**src/rtl/clk_gen_pkg.sv**
```systemverilog
// Shared definitions for the clk_gen_bank divider bank: channel state encoding and defaults.
package clk_gen_pkg;
    localparam int MAX_NCH  = 8;
    localparam int DEF_HALF = 2;

    typedef enum logic [1:0] {
        ST_IDLE = 2'd0,
        ST_RUN  = 2'd1,
        ST_STOP = 2'd2
    } chan_state_t;
endpackage

```
**src/rtl/clk_gen_chan.sv**
```systemverilog
// One programmable divider channel: 50% duty, ratio changes only at falling edges.
// Optional fall_tick output when CLK_GEN_FALL_TICK_EN is defined.
module clk_gen_chan
    import clk_gen_pkg::*;
#(
    parameter int CW           = 8,
    parameter int DEFAULT_HALF = DEF_HALF
) (
    input  logic          system_clk,
    input  logic          reset_n,
    input  logic          en,
    input  logic [CW-1:0] div_half,
    input  logic          div_load,
    output logic          clk_out,
    output logic          rise_tick,
    output logic          pending,
`ifdef CLK_GEN_FALL_TICK_EN
    output logic          fall_tick,
`endif
    output logic          running
);
    chan_state_t   state, state_n;
    logic [CW-1:0] cnt, cnt_n;
    logic [CW-1:0] act, act_n;
    logic [CW-1:0] shd, shd_n;
    logic [CW-1:0] h;
    logic          clk_n, rise_n, pend_n, tog;
`ifdef CLK_GEN_FALL_TICK_EN
    logic          fall_n;
`endif

    assign h       = (act == '0) ? CW'(1) : act;
    assign tog     = (cnt == h - CW'(1));
    assign running = (state != ST_IDLE);

    always_ff @(posedge system_clk or negedge reset_n) begin
        if (!reset_n) begin
            state     <= ST_IDLE;
            cnt       <= '0;
            act       <= CW'(DEFAULT_HALF);
            shd       <= '0;
            clk_out   <= 1'b0;
            rise_tick <= 1'b0;
            pending   <= 1'b0;
`ifdef CLK_GEN_FALL_TICK_EN
            fall_tick <= 1'b0;
`endif
        end else begin
            state     <= state_n;
            cnt       <= cnt_n;
            act       <= act_n;
            shd       <= shd_n;
            clk_out   <= clk_n;
            rise_tick <= rise_n;
            pending   <= pend_n;
`ifdef CLK_GEN_FALL_TICK_EN
            fall_tick <= fall_n;
`endif
        end
    end

    always_comb begin
        state_n = state;
        cnt_n   = cnt;
        act_n   = act;
        shd_n   = shd;
        clk_n   = clk_out;
        rise_n  = 1'b0;
        pend_n  = pending;
`ifdef CLK_GEN_FALL_TICK_EN
        fall_n  = 1'b0;
`endif
        case (state)
            ST_IDLE: begin
                cnt_n = '0;
                clk_n = 1'b0;
                if (div_load) act_n = div_half;
                if (en) state_n = ST_RUN;
            end
            default: begin
                if (!en && !clk_out) begin
                    // Stopping in the low phase: nothing in flight, so resolve
                    // any requested ratio straight into the active one.
                    state_n = ST_IDLE;
                    cnt_n   = '0;
                    pend_n  = 1'b0;
                    act_n   = div_load ? div_half : (pending ? shd : act);
                    if (div_load) shd_n = div_half;
                end else begin
                    state_n = en ? ST_RUN : ST_STOP;
                    cnt_n   = cnt + CW'(1);
                    if (div_load) begin
                        shd_n  = div_half;
                        pend_n = 1'b1;
                    end
                    if (tog) begin
                        cnt_n  = '0;
                        clk_n  = ~clk_out;
                        rise_n = ~clk_out;
`ifdef CLK_GEN_FALL_TICK_EN
                        fall_n = clk_out;
`endif
                        if (clk_out) begin
                            // Period boundary: the previously captured shadow wins,
                            // a load on this same edge stays pending.
                            if (pending) act_n = shd;
                            pend_n = div_load;
                            if (!en) begin
                                state_n = ST_IDLE;
                                pend_n  = 1'b0;
                                if (div_load) act_n = div_half;
                            end
                        end
                    end
                end
            end
        endcase
    end
endmodule

```
**src/rtl/clk_gen_bank.sv**
```systemverilog
// Bank of NCH independent programmable clock dividers on system_clk.
// Define CLK_GEN_FALL_TICK_EN to add the per-channel fall_tick output.
module clk_gen_bank
    import clk_gen_pkg::*;
#(
    parameter int NCH          = 2,
    parameter int CW           = 8,
    parameter int DEFAULT_HALF = DEF_HALF
) (
    input  logic              system_clk,
    input  logic              reset_n,
    input  logic [NCH-1:0]    en,
    input  logic [NCH*CW-1:0] div_half,
    input  logic [NCH-1:0]    div_load,
    output logic [NCH-1:0]    clk_out,
    output logic [NCH-1:0]    rise_tick,
    output logic [NCH-1:0]    pending,
`ifdef CLK_GEN_FALL_TICK_EN
    output logic [NCH-1:0]    fall_tick,
`endif
    output logic [NCH-1:0]    running
);
    for (genvar g = 0; g < NCH; g++) begin : g_chan
        clk_gen_chan #(
            .CW           (CW),
            .DEFAULT_HALF (DEFAULT_HALF)
        ) u_chan (
            .system_clk (system_clk),
            .reset_n    (reset_n),
            .en         (en[g]),
            .div_half   (div_half[g*CW +: CW]),
            .div_load   (div_load[g]),
            .clk_out    (clk_out[g]),
            .rise_tick  (rise_tick[g]),
            .pending    (pending[g]),
`ifdef CLK_GEN_FALL_TICK_EN
            .fall_tick  (fall_tick[g]),
`endif
            .running    (running[g])
        );
    end
endmodule
```
**config.mk**
```make
export PLATFORM = sky130hd
export DESIGN_NAME = clk_gen_bank
export DESIGN_NICKNAME = d
export VERILOG_FILES = /design/src/rtl/clk_gen_pkg.sv /design/src/rtl/clk_gen_chan.sv /design/src/rtl/clk_gen_bank.sv
export SDC_FILE = /design/constraint.sdc
export NUM_CORES = 1
export LEC_CHECK = 0
export ABC_AREA = 1
export CORE_MARGIN = 2
export CORE_UTILIZATION = 35
export DETAILED_ROUTE_END_ITERATION = 8
export PLACE_DENSITY = 0.58
export SLEW_MARGIN = 20
export SYNTH_ARGS = -nofsm -noshare
export SYNTH_HDL_FRONTEND = slang
export SYNTH_SLANG_ARGS = --single-unit
```
**constraint.sdc**
```tcl
create_clock -name system_clk -period 3.35 [get_ports system_clk]
set_clock_uncertainty 0.2 [all_clocks]
set_input_delay 0.67 -clock system_clk [delete_from_list [all_inputs] [get_ports system_clk]]
set_output_delay 0.67 -clock system_clk [all_outputs]
set_load 0.01 [all_outputs]
```
==> results.txt, run 1 <==
FMAX = 355.7 MHz
post-route cell area = 4051 um^2
Total Wirelength = 7521 um
Worst-path clk slew = 0.07 ns
Max Slew Vio Count = 0
IO Port Bufs = 29
Ys Warns = 0
Worst Path Class, Setup = reg2reg
status = complete, no violations
clk_lat worst skew = 0.34 ns
crit path from = g_chan[0].u_chan.act[1]
gpl congestion = 0.8821
synth top area cells = dfrtp_1 (40%), nand2_1 (13%), inv_1 (6.7%)
Synth Cell Area = 3503 um^2
critical path data required time = 3.38 ns
synthesis-to-finish area growth = 15.64%
crit-path max FO = 15
Antenna Nets Post-Route = 0
Post-Synth Adder-Cell Area = 1.429%
DRC = 0
maxcap violations = 0
top post-synthesis cells by count = nand2_1 (125), inv_1 (63), dfrtp_1 (56)
fin cells = 639
worst min path class = in2async
total design power = 0.002152 W
drt pass-1 iters = 5
placed instance area = 3856 um^2
Final setup violation count = 0
cell taking the most area after synthesis = dfrtp_1
LEAKAGE = 2.025 nW
via count = 2960
post-CTS setup repair buffer count = 0
FF+latch count, synth = 58
initial detailed-routing violation count = 176
Post-synth top flop = dfrtp_1
largest net degree at the start of global routing = 59
Hold Fails Final Rpt = 0
Final min period = 2.811 ns
CTS tree = done
Final TNS setup = 0 ns
worst slew pin tran = 0.7358 ns
GRT overflow = 0
vias in the first global route = 2873
number of synthesized flops with an enable pin = 0
# hold bufs at CTS = 0
r2r endpoint = g_chan[0].u_chan.act[0]
CTS resizes = 0
fraction of registers with async set/reset = 100.0%
Syn Inst Count = 477
mux cell area share after synthesis = 0%
NumNets Final = 527
Num CTS Buffers = 9
share of cells above drive strength 1 = 7.115%
Vert. Die Dim = 104.0 um
area fraction of the dominant cell type after synthesis = 40.00%
Mean Syn Cell Area = 7.345 um^2
RSZ-0062 raised after global routing = no
Die ar. = 10830 um^2
boundary pin count = 30
# diodes = 0
r2r startpoint = g_chan[0].u_chan.act[1]
Seq/Total Area, Yosys = 41.50%
crit path DAT = 2.84 ns
initial antenna violation count = 0
Power Density = 531.2 nW/um^2
count leader, synth = nand2_1
post-placement cell count = 623
HPWL Detailed = 5579 um
GR Util All Layers = 15.21%
H-tree levels = 3
syn_nets = 503
Clock Tree Root = clkbuf_8
Clock Path Buffers = 2
Core Area = 9729 um^2
worst r2r path cells = 18
post-synthesis simple-gate area fraction = 29.64%
Synth cell types = 30
Initial Util = 36.01%
XOR/XNOR Fraction of Synth Area = 5.500%
clock sinks = 58
Critical Path Sink Type = flip-flop
Die X = 104.0 um
Max rail drop VDD = 0.2179 mV
Routed wire per std cell = 11.77 um
R2R Setup Slk = 0.54 ns
largest family of logic cells by synthesized area = simple AND/OR/NAND/NOR gates
type of origin of the critical path = flip-flop
vias per cell = 4.632
complex-gate fraction of the synthesized area = 10.96%
first-pass GRT wire length = 13550 um
crit path to = g_chan[0].u_chan.act[0]
row cnt = 36
slew margin rel. = 50.94%
final period utilization = 83.91%
==> through the flow <==
stage	hold WS (ns)	setup slack (ns)	utilization [%]
2_1_floorplan	0.1744	0.8768	-
3_3_place_gp	0.2614	0.5209	39.63
3_5_place_dp	0.2745	0.5084	39.63
4_1_cts	0.2912	0.4863	41.64
5_1_grt	0.3018	0.1864	41.64
6_report	0.2736	0.5390	41.64
==> sequential cells by signal, summed over array words and instances (netlist names) <==
register                 cells
g_chan.u_chan.pending        2
g_chan.u_chan.rise_tick      2
g_chan.u_chan.clk_out        2
g_chan.u_chan.act           16
g_chan.u_chan.state          4
g_chan.u_chan.shd           16
g_chan.u_chan.cnt           16
==> placed cells by master, fill, tap and decap left out, drive strengths merged, types with 2 or more instances in the layout <==
master,Yosys,routed
nand2,130,130
inv,64,64
dfrtp,56,56
nor2,53,53
nand3,42,42
o21ai,42,42
clkdlybuf4s50,0,28
o211ai,16,16
xor2,13,13
clkbuf,9,11
xnor2,9,9
clkinv,4,8
a21oi,7,7
nand4,5,5
nor3,5,5
buf,11,5
ha,4,4
and3,2,2
dfstp,2,2
==> worst min-delay path by stage <==
stage / from / to / slack, ns / depth (start not counted)
after CTS: g_chan[1].u_chan.shd[7] / g_chan[1].u_chan.shd[7] / 0.29 / 2
final: reset_n / g_chan[0].u_chan.shd[4] / 0.27 / 2
after global routing: g_chan[0].u_chan.act[1] / g_chan[0].u_chan.act[1] / 0.30 / 2
after global placement: g_chan[0].u_chan.act[1] / g_chan[0].u_chan.act[1] / 0.26 / 2
after floorplan: reset_n / g_chan[0].u_chan.act[0] / 0.17 / 0
after detailed placement: g_chan[1].u_chan.shd[7] / g_chan[1].u_chan.shd[7] / 0.27 / 2
==> layer usage <==
metal  GRT usage (%)  share of wire (%)
met4           5.985                1.9
met2           22.74                 43
met3           2.945                3.5
met1           21.69                 52
met5               0                  0
==> final cells by class <==
cell class / count / area [um^2]
Clock buffer: 11 / 141.4
Clock inverter: 5 / 53.80
Fill cell: 1025 / 5678
Inverter: 68 / 255.2
Multi-Input combinational cell: 331 / 1665
Sequential cell: 58 / 1454
Tap cell: 133 / 166.4
Timing Repair Buffer: 33 / 315.3
==> cells by family (layout without fill, tap and decap cells) <==
family | count (synthesis) | count (layout)
xor gates and xnor gates | 22 | 22
and+or+nand+nor | 239 | 239
AOI/OAI and AO/OA | 66 | 66
DFF | 58 | 58
adders and majority gates | 4 | 4
buffers and inverters | 88 | 117
==> report_power, final <==
group          switching (W)  leakage, nW  internal (W)
Combinational       0.000391         1.17      0.000246
Clock               0.000281        0.103      0.000361
Sequential         0.0000882        0.748      0.000786
==> critical path, cell delays in order (launching register included) <==
cell and delay, ns:
dfstp_2 0.55, inv_1 0.07, nand3_1 0.11, nor2_1 0.06, nor2_2 0.23, ha_1 0.26
inv_1 0.07, nand2_1 0.08, nand2_1 0.05, nand2_1 0.07, nand3_1 0.06, nor2_1 0.11
nand3_1 0.08, nor2_1 0.12, nand2_2 0.13, nand2_4 0.17, nand2_2 0.14, nand2_1 0.09
nand2_1 0.05
Power figures use the tool's default switching activity.
==> run 2: changes to the inputs <==
Settings changed: PLACE_DENSITY 0.58 to 0.6.
Clock period 3.35 ns to 2.4 ns, I/O delays scaled along.
==> results.txt, run 2 (same netlist as run 1, synthesis figures left out) <==
status = complete, but fails checks
failing checks = negative setup slack
Vert. Die Dim = 104.0 um (unchanged)
first-pass GRT wire length = 15170 um (+12%)
crit path DAT = 2.50 ns (-0.34 ns)
Power Density = 781.8 nW/um^2 (+47%)
clock sinks = 58 (unchanged)
Max stage delay cell, worst path = dfstp_2
Die ar. = 10830 um^2 (unchanged)
worst hold margin = 0.2878 ns (+0.01419 ns)
RSZ-0062 raised after global routing = yes
Crit path max-delay family = simple AND/OR/NAND/NOR gates
boundary pin count = 30 (unchanged)
GRT overflow = 0 (unchanged)
vias per cell = 4.729 (+2.1%)
R2R Setup Slk = -0.07 ns (-0.61 ns)
worst min path class = reg2reg
Critical Path, Cell by Cell = inv_2 -> nand3_2 -> nor2_2 -> nor2_2 -> ha_4 -> inv_2 -> nand2_2 -> nand2_2 -> nand2_2 -> nand3_2 -> nor2_1 -> nand3_1 -> nor2_2 -> nand2_4 -> nand2_8 -> nand2_8 -> nand2_2 -> nand2_2
slowest cell delay on critical path = 0.54 ns (about the same)
critical path data required time = 2.43 ns (-0.95 ns)
crit path from = g_chan[0].u_chan.act[1]
crit path to = g_chan[0].u_chan.act[5]
Total Wirelength = 9012 um (+20%)
clk_lat worst skew = 0.34 ns (about the same)
FMAX = 404.4 MHz (+14%)
crit-path max FO = 8 (-7)
share of cells above drive strength 1 = 27.99% (+21 points)
DRC = 0 (unchanged)
switching share of power = 33.96% (-1.3 points)
most frequent cells in the layout = nand2_1 (106), inv_1 (59), dfrtp_1 (56)
most common cell after layout, fill and taps aside = nand2_1
largest net degree at the start of global routing = 59 (unchanged)
placed instance area = 4209 um^2 (+9.1%)
gpl congestion = 0.8792 (-0.33%)
worst r2r path cells = 18 (unchanged)
maxcap violations = 0 (unchanged)
slew margin rel. = 44.04% (-6.9 points)
row cnt = 36 (unchanged)
Clk network pwr share = 31.7% (+1.9 points)
# diodes = 0 (unchanged)
sequential group share of total power = 30.9% (-9.7 points)
H-tree levels = 3 (unchanged)
drt pass-1 iters = 5 (unchanged)
Core Area = 9729 um^2 (unchanged)
Hold Fails Final Rpt = 0 (unchanged)
Int Pwr = 0.002537 W (+82%)
NumNets Final = 582 (+10%)
post-route cell area = 4913 um^2 (+21%)
Final min period = 2.473 ns (-0.3381 ns)
Initial Util = 36.01% (unchanged)
Max rail drop VDD = 0.3648 mV (+67%)
synthesis-to-finish area growth = 40.25%
Routed wire per std cell = 12.99 um (+10%)
Crit path depth = 18 (unchanged)
CP most frequent cell = nand2_2
CTS tree = done
worst slew pin tran = 0.8363 ns (+0.1005 ns)
Final setup violation count = 16 (+16)
final period utilization = 103.0% (+19 points)
Num CTS Buffers = 9 (unchanged)
count of buffer and inverter cells on the critical path = 2 (unchanged)
IO Port Bufs = 29 (unchanged)
Psw = 0.001305 W (+72%)
Worst-path clk slew = 0.07 ns (about the same)
Critical Path Sink Type = flip-flop
HPWL Detailed = 6318 um (+13%)
Die X = 104.0 um (unchanged)
Max Slew Vio Count = 0 (unchanged)
LEAKAGE = 2.384 nW (+18%)
initial antenna violation count = 0 (unchanged)
total design power = 0.003842 W (+78%)
Clock Path Buffers = 2 (unchanged)
pre-CTS setup slack = -0.1649 ns (-0.6733 ns)
Clock Tree Root = clkbuf_8
GR Util All Layers = 17.27% (+2.1 points)
type of origin of the critical path = flip-flop
r2r endpoint = g_chan[0].u_chan.act[5]
biggest regs = g_chan.u_chan.act x16, g_chan.u_chan.cnt x16, g_chan.u_chan.shd x16
Comb power frac = 37.4% (+7.8 points)
Worst Path Class, Setup = reg2reg
vias in the first global route = 3365 (+17%)
Final WS setup = -0.07293 ns (-0.6119 ns)
initial detailed-routing violation count = 118 (-33%)
Antenna Nets Post-Route = 0 (unchanged)
via count = 3282 (+11%)
r2r startpoint = g_chan[0].u_chan.act[1]
[run 2: timing repair]
action | 4_1_cts | 5_1_grt
setup buffers | 7 | 5
pin swaps | 17 | 27
gates resized for setup | 19 | 70
cloned | 1 | 0
endpoints found under the setup margin | 37 | 40
endpoints found under the hold margin | 56 | 0
hold buffers | 1 | 0
[run 2: per-layer routing]
| layer | vias up | global-route usage, % | share of wire (%) |
|---|---|---|---|
| li1 | 1664 | - | - |
| met1 | 1542 | 19.32 | 42 |
| met2 | 62 | 31.48 | 53 |
| met3 | 14 | 4.511 | 3.2 |
| met4 | 0 | 6.178 | 2.1 |
| met5 | - | 0 | 0 |
[run 2: worst min-delay path, delay by kind of cell (launching register included)]
family,cells,cell delay [ns]
AOI/OAI and AO/OA,1,0.05
DFF,1,0.35
and+or+nand+nor,1,0.05
[run 2: metrics by stage]
step	setup TNS (ns)	instances	util, %
finish	-0.6579	694	50.50
global placement	-1.929	664	43.26
global route	-5.495	694	50.50
CTS	-0.4284	689	47.43
floorplan	0	477	-
detailed placement	-3.000	664	43.26
[run 2: how the worst min path moves through the flow]
stage	start	endpoint	slack, ns	depth (start not counted)
detailed placement	g_chan[0].u_chan.shd[0]	g_chan[0].u_chan.shd[0]	0.28	2
global placement	g_chan[0].u_chan.shd[0]	g_chan[0].u_chan.shd[0]	0.27	2
global route	g_chan[0].u_chan.shd[5]	g_chan[0].u_chan.shd[5]	0.30	2
floorplan	reset_n	g_chan[0].u_chan.act[0]	-0.02	0
finish	g_chan[0].u_chan.shd[4]	g_chan[0].u_chan.shd[4]	0.29	2
CTS	g_chan[0].u_chan.shd[0]	g_chan[0].u_chan.shd[0]	0.29	2
[run 2: power by group through the flow]
stage               logic, W  registers (W)  clock network (W)
global route         0.00159        0.00120            0.00130
global placement     0.00116        0.00119                  0
floorplan           0.000739        0.00120                  0
detailed placement   0.00117        0.00119                  0
CTS                  0.00126        0.00118            0.00125
finish               0.00144        0.00119            0.00122
[run 2: area by class of cell]
type / count / area, um^2
clock buffer: 9 / 123.9
fill: 926 / 4816
inverter: 68 / 255.2
timing repair buffer: 87 / 765.7
clock inverter: 7 / 141.4
multi-input combinational: 332 / 2007
tap: 133 / 166.4
sequential: 58 / 1454
